--- config.mk ---
export PLATFORM = sky130hd
export DESIGN_NAME = uart_tx_arbiter
export DESIGN_NICKNAME = d
export VERILOG_FILES = /design/src/rtl/uart_pkg.sv /design/src/rtl/uart_tx_arbiter_rr_pick.sv /design/src/rtl/uart_tx_arbiter.sv
export SDC_FILE = /design/constraint.sdc
export NUM_CORES = 1
export LEC_CHECK = 0
export BUFFER_PORTS_ARGS = -buffer_cell sky130_fd_sc_hd__buf_2
export CAP_MARGIN = 25
export CORE_MARGIN = 10
export CORE_UTILIZATION = 35
export CTS_BUF_LIST = sky130_fd_sc_hd__clkbuf_8
export DETAILED_ROUTE_END_ITERATION = 10
export PLACE_DENSITY = 0.67
export SKIP_LAST_GASP = 1
export SYNTH_ARGS = -nofsm -noshare
export SYNTH_HDL_FRONTEND = slang
export SYNTH_SLANG_ARGS = --single-unit
--- constraint.sdc ---
create_clock -name clk -period 2 [get_ports clk]
set_input_delay 0.3 -clock clk [delete_from_list [all_inputs] [get_ports clk]]
set_output_delay 0.3 -clock clk [all_outputs]
set_load 0.005 [all_outputs]
--- src/rtl/uart_pkg.sv ---
// Shared types and constants for the UART transmit arbiter.
// Holds the FSM encoding, packet-struct field positions and helpers.
package uart_pkg;

    localparam int DATA_W    = 16;
    localparam int STRUCT_W  = 8;

    localparam int BITS_LSB  = 0;
    localparam int BITS_MSB  = 3;
    localparam int WORDS_LSB = 5;
    localparam int WORDS_MSB = 7;

    typedef enum logic [1:0] {
        ARB_IDLE   = 2'd0,
        ARB_LAUNCH = 2'd1,
        ARB_WAIT   = 2'd2,
        ARB_FINISH = 2'd3
    } arb_state_t;

    function automatic logic [2:0] pkt_words(
        input logic [STRUCT_W-1:0] s
    );
        return s[WORDS_MSB:WORDS_LSB];
    endfunction

    function automatic logic [3:0] pkt_bits(
        input logic [STRUCT_W-1:0] s
    );
        return s[BITS_MSB:BITS_LSB];
    endfunction

endpackage

--- src/rtl/uart_tx_arbiter_rr_pick.sv ---
// Combinational round-robin picker: first set req bit at or above rr_ptr.
// Ports: req, rr_ptr in; winner index and any_valid out.
module rr_pick #(
    parameter int NUM_REQ = 4
) (
    input  logic [NUM_REQ-1:0]         req,
    input  logic [$clog2(NUM_REQ)-1:0] rr_ptr,
    output logic [$clog2(NUM_REQ)-1:0] winner,
    output logic                       any_valid
);
    localparam int IW = $clog2(NUM_REQ);

    logic [2*NUM_REQ-1:0] dbl;
    logic [NUM_REQ-1:0]   rot;
    logic [IW:0]          sum;

    // rot[0] is the requester at rr_ptr, rot[1] the next one, and so on
    assign dbl = {req, req};
    assign rot = NUM_REQ'(dbl >> rr_ptr);

    always_comb begin
        winner    = '0;
        any_valid = 1'b0;
        sum       = '0;
        // descending scan so the lowest rotated offset wins
        for (int i = NUM_REQ - 1; i >= 0; i--) begin
            if (rot[i]) begin
                sum = {1'b0, rr_ptr} + (IW+1)'(i);
                if (sum >= (IW+1)'(NUM_REQ))
                    sum = sum - (IW+1)'(NUM_REQ);
                winner    = sum[IW-1:0];
                any_valid = 1'b1;
            end
        end
    end

endmodule

--- src/rtl/uart_tx_arbiter.sv ---
// Round-robin arbiter sharing one UART transmitter among NUM_REQ requesters.
// In: req/req_data/req_struct, tx_ready/tx_done. Out: gnt, done, busy,
// owner, word_cnt, tx_send, tx_data, packet_struct. With
// UART_ARB_TIMEOUT_EN: watchdog adds timeout_err and tx_rst outputs.
module uart_tx_arbiter
    import uart_pkg::*;
#(
    parameter int NUM_REQ = 4
`ifdef UART_ARB_TIMEOUT_EN
    ,
    parameter int TIMEOUT_CYCLES = 4096
`endif
) (
    input  logic                         clk,
    input  logic                         rst_n,
    input  logic [NUM_REQ-1:0]           req,
    input  logic [NUM_REQ*DATA_W-1:0]    req_data,
    input  logic [NUM_REQ*STRUCT_W-1:0]  req_struct,
    output logic [NUM_REQ-1:0]           gnt,
    output logic [NUM_REQ-1:0]           done,
    output logic                         busy,
    output logic [$clog2(NUM_REQ)-1:0]   owner,
    output logic [2:0]                   word_cnt,
    output logic                         tx_send,
    output logic [DATA_W-1:0]            tx_data,
    output logic [STRUCT_W-1:0]          packet_struct,
    input  logic                         tx_ready,
    input  logic                         tx_done
`ifdef UART_ARB_TIMEOUT_EN
    ,
    output logic                         timeout_err,
    output logic                         tx_rst
`endif
);
    localparam int IW = $clog2(NUM_REQ);

    arb_state_t state, state_nxt;

    logic [IW-1:0]       rr_ptr;
    logic [IW-1:0]       win;
    logic                any;
    logic                first;
    logic                tx_done_q;
    logic                capture;
    logic                advance;
    logic                tmo;
    logic [NUM_REQ-1:0]  own_oh;
    logic [DATA_W-1:0]   sel_data;
    logic [STRUCT_W-1:0] sel_struct;

    rr_pick #(.NUM_REQ(NUM_REQ)) u_pick (
        .req       (req),
        .rr_ptr    (rr_ptr),
        .winner    (win),
        .any_valid (any)
    );

    assign own_oh = {{(NUM_REQ-1){1'b0}}, 1'b1} << owner;

`ifdef UART_ARB_TIMEOUT_EN
    logic [15:0] tmo_cnt;

    assign tmo = (state == ARB_LAUNCH || state == ARB_WAIT)
              && tmo_cnt == 16'(TIMEOUT_CYCLES - 1);
    assign timeout_err = tmo;
    assign tx_rst      = tmo;

    always_ff @(posedge clk or negedge rst_n) begin
        if (!rst_n)
            tmo_cnt <= '0;
        else if (capture)
            tmo_cnt <= '0;
        else if (state == ARB_LAUNCH || state == ARB_WAIT)
            tmo_cnt <= tmo_cnt + 16'd1;
    end
`else
    assign tmo = 1'b0;
`endif

    always_comb begin
        sel_data   = '0;
        sel_struct = '0;
        for (int i = 0; i < NUM_REQ; i++) begin
            if (win == IW'(i)) begin
                sel_data   = req_data[i*DATA_W +: DATA_W];
                sel_struct = req_struct[i*STRUCT_W +: STRUCT_W];
            end
        end
    end

    always_ff @(posedge clk or negedge rst_n) begin
        if (!rst_n)
            state <= ARB_IDLE;
        else
            state <= state_nxt;
    end

    always_comb begin
        state_nxt = state;
        capture   = 1'b0;
        advance   = 1'b0;
        gnt       = '0;
        done      = '0;
        tx_send   = 1'b0;
        busy      = (state != ARB_IDLE);
        unique case (state)
            ARB_IDLE: begin
                if (any && tx_ready) begin
                    capture   = 1'b1;
                    state_nxt = ARB_LAUNCH;
                end
            end
            ARB_LAUNCH: begin
                tx_send = 1'b1;
                if (first)
                    gnt = own_oh;
                if (tmo) begin
                    advance   = 1'b1;
                    state_nxt = ARB_IDLE;
                end else if (!tx_ready) begin
                    state_nxt = ARB_WAIT;
                end
            end
            ARB_WAIT: begin
                if (tmo) begin
                    advance   = 1'b1;
                    state_nxt = ARB_IDLE;
                end else if (tx_ready) begin
                    state_nxt = ARB_FINISH;
                end
            end
            ARB_FINISH: begin
                done      = own_oh;
                advance   = 1'b1;
                state_nxt = ARB_IDLE;
            end
            default: state_nxt = ARB_IDLE;
        endcase
    end

    always_ff @(posedge clk or negedge rst_n) begin
        if (!rst_n) begin
            rr_ptr        <= '0;
            owner         <= '0;
            word_cnt      <= '0;
            tx_data       <= '0;
            packet_struct <= '0;
            first         <= 1'b0;
            tx_done_q     <= 1'b0;
        end else begin
            tx_done_q <= tx_done;
            first     <= capture;
            if (capture) begin
                owner         <= win;
                word_cnt      <= '0;
                tx_data       <= sel_data;
                packet_struct <= sel_struct;
            end
            // one count per STOP phase the transmitter enters
            if (state == ARB_WAIT && tx_done && !tx_done_q)
                word_cnt <= word_cnt + 3'd1;
            if (advance) begin
                if (owner == IW'(NUM_REQ - 1))
                    rr_ptr <= '0;
                else
                    rr_ptr <= owner + IW'(1);
            end
        end
    end

endmodule

Word-level counts from Yosys, hierarchy flattened
Cells that the tools add are included.
Cells by class
  add/sub/neg operators: 9
  order comparisons: 4
  eq/ne operators: 10
  shifts and indexed selects: 2
  multiplexer cells: 34
  reductions and logical operators: 9
Operators with widths (count)
  2-to-1 mux 16 bit: 4
  2-to-1 mux 8 bit: 4
  2-to-1 mux 2 bit: 12
  2-to-1 mux 4 bit: 3
  equality test 2 bit, second input constant: 5
  greater-or-equal comparator 3 bit, second input constant: 3
  2-to-1 mux 1 bit: 8
  case mux 2 bit (4 select lines): 1
  >> shifter 8 x 2 -> 4 bit: 1
  subtractor 2 x 1 -> 2 bit, second input constant: 4
  adder 2 x 2 -> 3 bit, second input constant: 2
  2-to-1 mux 3 bit: 2
  inequality test 2 bit, second input constant: 3
  equality test 2 x 1 -> 1 bit, second input constant: 2
  logical NOT 2 bit: 2
  nonzero test 2 bit: 2
  left shift 1 x 2 -> 4 bit, first input constant: 1
  adder 2 x 1 -> 3 bit, second input constant: 1
  adder 3 x 1 -> 3 bit, second input constant: 1
  greater-or-equal comparator 2 x 3 -> 1 bit, second input constant: 1
  logical AND 1 bit: 3
  AND reduction 3 bit: 1
  adder 2 x 1 -> 2 bit, second input constant: 1
  logical NOT 1 bit: 1
Word-level totals
  register bits after elaboration: 35
  output and inout port bits: 39

Logic depth before layout (Yosys ltp)
  word-level depth: 12
  mapped depth: 8

Hierarchy
A second synthesis with hierarchy kept.
Second synthesis, totals
  cells, all modules: 208
  area total of the unflattened synthesis: 2255.9 um2
By module, submodules not included
  uart_tx_arbiter: times used 1, cells each 193, area an instance 2178.3 um2, sequential area each 875.8 um2
  rr_pick: times used 1, cells each 15, area an instance 77.6 um2, sequential area each 0.0 um2

Least setup slack after synthesis
No wires, ideal clock.
  path type: reg2reg
  start point: register state[0]
  end point: register packet_struct[1]
  arrival: 1.525 ns
  data required time: 1.865 ns
  setup slack: 0.340 ns
  cell stages (with the launch flop): 9
  buffers on the path: 1
  cells stage by stage: dfrtp_1 > inv_1 > ha_1 > nand3_4 > inv_4 > nand4_4 > buf_6 > a221oi_1 > a211oi_2
Between the ends
  word-level cells in the longest chain between the ends: 2
RTL lines
  from (decl): RTL line uart_tx_arbiter.sv:37  | arb_state_t state, state_nxt;
  from (signal assigned): RTL line uart_tx_arbiter.sv:95  | state <= state_nxt;
  logical NOT 2 bit: RTL line uart_tx_arbiter.sv:106  | unique case (state)
  2-to-1 mux 1 bit: RTL line uart_tx_arbiter.sv:106
  to (signal assigned): RTL line uart_tx_arbiter.sv:157  | packet_struct <= sel_struct;
  to (decl): RTL line uart_tx_arbiter.sv:26  | output logic [STRUCT_W-1:0] packet_struct,
No other way between the ends.
A chain may end at the register's enable or synchronous reset.

Worst setup path after layout
  start point: register rr_ptr[0]
  end point: register tx_data[3]
Between the ends
  word-level cells in the longest chain between the ends: 12
RTL lines
  from (decl): RTL line uart_tx_arbiter.sv:39  | logic [IW-1:0] rr_ptr;
  from (signal assigned): RTL line uart_tx_arbiter.sv:166  | rr_ptr <= owner + IW'(1);
  adder 2 x 2 -> 3 bit: RTL line uart_tx_arbiter_rr_pick.sv:28  | sum = {1'b0, rr_ptr} + (IW+1)'(i);
  greater-or-equal comparator 3 bit / subtractor 2 x 1 -> 2 bit (equally long branches): RTL line uart_tx_arbiter_rr_pick.sv:29, uart_tx_arbiter_rr_pick.sv:30
  2-to-1 mux 2 bit: RTL line uart_tx_arbiter_rr_pick.sv:29  | if (sum >= (IW+1)'(NUM_REQ))
  2-to-1 mux 2 bit (4 in series): RTL line uart_tx_arbiter_rr_pick.sv:27  | if (rot[i]) begin
  logical NOT 2 bit: RTL line uart_tx_arbiter.sv:84  | if (win == IW'(i)) begin
  2-to-1 mux 16 bit (4 in series): RTL line uart_tx_arbiter.sv:84
  to (signal assigned): RTL line uart_tx_arbiter.sv:156  | tx_data <= sel_data;
  to (decl): RTL line uart_tx_arbiter.sv:25  | output logic [DATA_W-1:0] tx_data,
Several ways; a longest one is shown, not always the timed one.

==> results.ini <==
[setup_path]
start_kind = flip-flop
cp_slowest_cell = or3_1
cp.required_ps = 2130
ff2ff_setup_slack_ps = 140
endpoint = tx_data[3]
path_class = reg -> reg
arrival_ps = 1990
rr_endpoint = tx_data[3]
crit_chain = inv_1 > or3_1 > a31oi_4 > a211oi_1
startpoint = rr_ptr[0]
worstSetupEndpointType = flip-flop
critPathMaxStageDelay_ps = 560
r2r_cells = 4
worstPathMaxFanout = 12
r2r_start = rr_ptr[0]

[power_and_ir_drop]
swShare_pct = 43.12
power.leakage_nw = 1.732
power.internal_mw = 2.309
p_sw_mw = 1.751
power_mw = 4.060
powerDensity_nw_per_um2 = 1182
clkPwrFrac_pct = 12.0
power_frac_seq_pct = 30.8
combPwrFrac_pct = 57.1
ir_drop_mv = 0.5154

[clock_tree]
clock_latency_ps = 280
cts_buffers = 5
ctsHoldBuffers = 0
htree_levels = 2
cts.sinks = 35
cts_tree = yes
cts_root_buffer = clkbuf_8
path_clk_slew_ps = 70
ctsLongestPathBuffers = 2

[sta]
slew_viol_final = 0
fin_crit_sh_pct = 92.89
finClkSkew_ps = 5.137
slew_headroom_pct = 60.19
hold_viol = 0
setup_total_negative_slack_ps = 0
setup_violations = 0
hold_ws_ps = 50.32
worst_slack_ps = 142.2
min_period_ps = 1858
fmax_mhz = 538.3
worst_pin_slew_ps = 597.2
rsz0062_at_grt = no

[die]
die_h_um = 103.1
fp-row-count = 30
io_pins = 143
start_util_pct = 35.74
coreArea_um2 = 6756
die_x_um = 103.1
fp.dieArea_um2 = 10620

[global_route]
first_global_vias = 2603
grt_max_degree = 50
grt_pass1_wl_mm = 12.78
antenna_found_initial = 0
grt_overflow = 0
track_usage_pct = 15.33

[synth]
syn_area_um2 = 2415
seq_area_frac_synth_pct = 36.27
synthCells = 235
yosysWarningCount = 0
synth-seq-cells = 35
avgSynthCellArea_um2 = 10.28
synth.net_count = 349
yosysUniqueCellTypes = 34

[drt]
drtIter0Drc = 35
ant_nets = 0
drcViolationCount = 0
drt-total-wl_mm = 8.445
firstDrtPassIters = 4
via_per_inst = 5.128
wl_per_cell_um = 18.32
vias = 2364

[place]
dp_cells = 449
numPortBuffers = 142
dp_slack_ps = -182.7
hpwl_mm = 6.096
place_area_um2 = 3227
gp_congestion = 0.8415

[final_layout]
drive_gt1_share_pct = 51.97
nNetsFinal = 494
final_cells = 461
fin_area_um2 = 3435
final_common_cell = buf_2
mostFrequentLayoutCells = buf_2 (142), dfrtp_1 (35), nor2_1 (26)
area_growth_pct = 42.23
fill_cells = 648
antennaDiodeCount = 0
fin_util_pct = 50.83

[job]
maxCapViolCount = 0

[hold_path]
worstHoldPathType = in -> async

[status]
run_status = completed

-- power groups by stage --
stage,combinational [mW],sequential (mW),clock [mW]
after floorplan,1.35,1.27,0
after global placement,2.15,1.25,0
after detailed placement,2.22,1.26,0
after CTS,2.31,1.25,0.506
after global routing,2.58,1.29,0.540
final,2.32,1.25,0.488
-- worst max-delay path, delay by kind of cell, from the launching register on --
kind                   cells  cell delay [ps]
and+or+nand+nor            1              560
buffers and inverters      1               60
DFF                        1              390
AOI/OAI and AO/OA          2              700
-- cell usage after synthesis --
| cell type | number | area, µm² |
|---|---|---|
| o21bai_1 | 1 | 7.510 |
| and3_1 | 4 | 25.02 |
| a211oi_1 | 4 | 30.03 |
| buf_2 | 4 | 20.02 |
| o221ai_1 | 1 | 8.760 |
| nand4_4 | 1 | 21.27 |
| nor2b_1 | 25 | 156.4 |
| a221oi_2 | 1 | 15.01 |
| a211oi_2 | 20 | 250.2 |
| or3_1 | 1 | 6.260 |
| inv_1 | 11 | 41.29 |
| mux2i_1 | 25 | 250.2 |
| inv_4 | 1 | 6.260 |
| nand3_4 | 1 | 17.52 |
| a211o_1 | 1 | 8.760 |
| ha_1 | 10 | 125.1 |
| a21oi_1 | 4 | 20.02 |
| nand3b_1 | 1 | 7.510 |
| buf_4 | 3 | 22.52 |
| mux2_2 | 2 | 22.52 |
| dfrtp_1 | 35 | 875.8 |
| xnor2_1 | 1 | 8.760 |
| a31oi_1 | 1 | 6.260 |
| a21o_1 | 1 | 7.510 |
| nand2_1 | 3 | 11.26 |
| or2_2 | 1 | 6.260 |
| or4_4 | 1 | 11.26 |
| clkbuf_1 | 5 | 18.77 |
| and2_1 | 4 | 25.02 |
| nor2_1 | 27 | 101.4 |
| buf_6 | 3 | 33.78 |
| o21ai_0 | 6 | 30.03 |
| nand3_1 | 3 | 15.01 |
| a221oi_1 | 23 | 201.4 |
-- state kept, by name, summed over array words and instances (netlist names) --
register       cells
state              2
rr_ptr             2
first              1
word_cnt           3
tx_done_q          1
owner              2
packet_struct      8
tx_data           16
-- cell type report --
| type | instances | area (µm²) | share of cell area (%) |
|---|---|---|---|
| clock buffers | 5 | 68.82 | 2.004 |
| multi-input cells | 175 | 1501 | 43.72 |
| flip-flops and latches | 35 | 875.8 | 25.50 |
| well taps | 80 | 100.1 | 2.914 |
| clock inverters | 3 | 12.51 | 0.3643 |
| repair buffers | 151 | 828.3 | 24.12 |
| inverters | 12 | 47.55 | 1.384 |
-- how the worst min path moves through the flow --
stage / endpoint / slack, ps
6_report: state[1] / 50
3_3_place_gp: state[1] / 370
3_5_place_dp: state[1] / 370
5_1_grt: tx_data[5] / 90
2_1_floorplan: first / 4
4_1_cts: tx_done_q / 60
-- cell families (layout without fill, tap and decap cells) --
family	after synthesis	in the layout	share of synthesized area (%)
flops	35	35	36.27
xor+xnor	1	1	0.3628
mux	27	27	11.30
buf+inv	27	171	5.907
compound gates	63	64	24.25
simple gates	72	73	16.74
fa+ha+maj	10	10	5.181
-- per-layer routing --
metal / GRT usage, % / wire [µm]
met5: 0 / 0
met4: 5.027 / 106
met3: 5.027 / 673
met2: 25.55 / 4090
met1: 18.14 / 3575
-- what timing repair did --
item / CTS / global route
buffers inserted: 0 / 2
resized for setup: 5 / 5
setup endpoints to repair: 24 / 23
gates cloned: 2 / 0
Note: power is estimated with default switching activity, not from simulation.
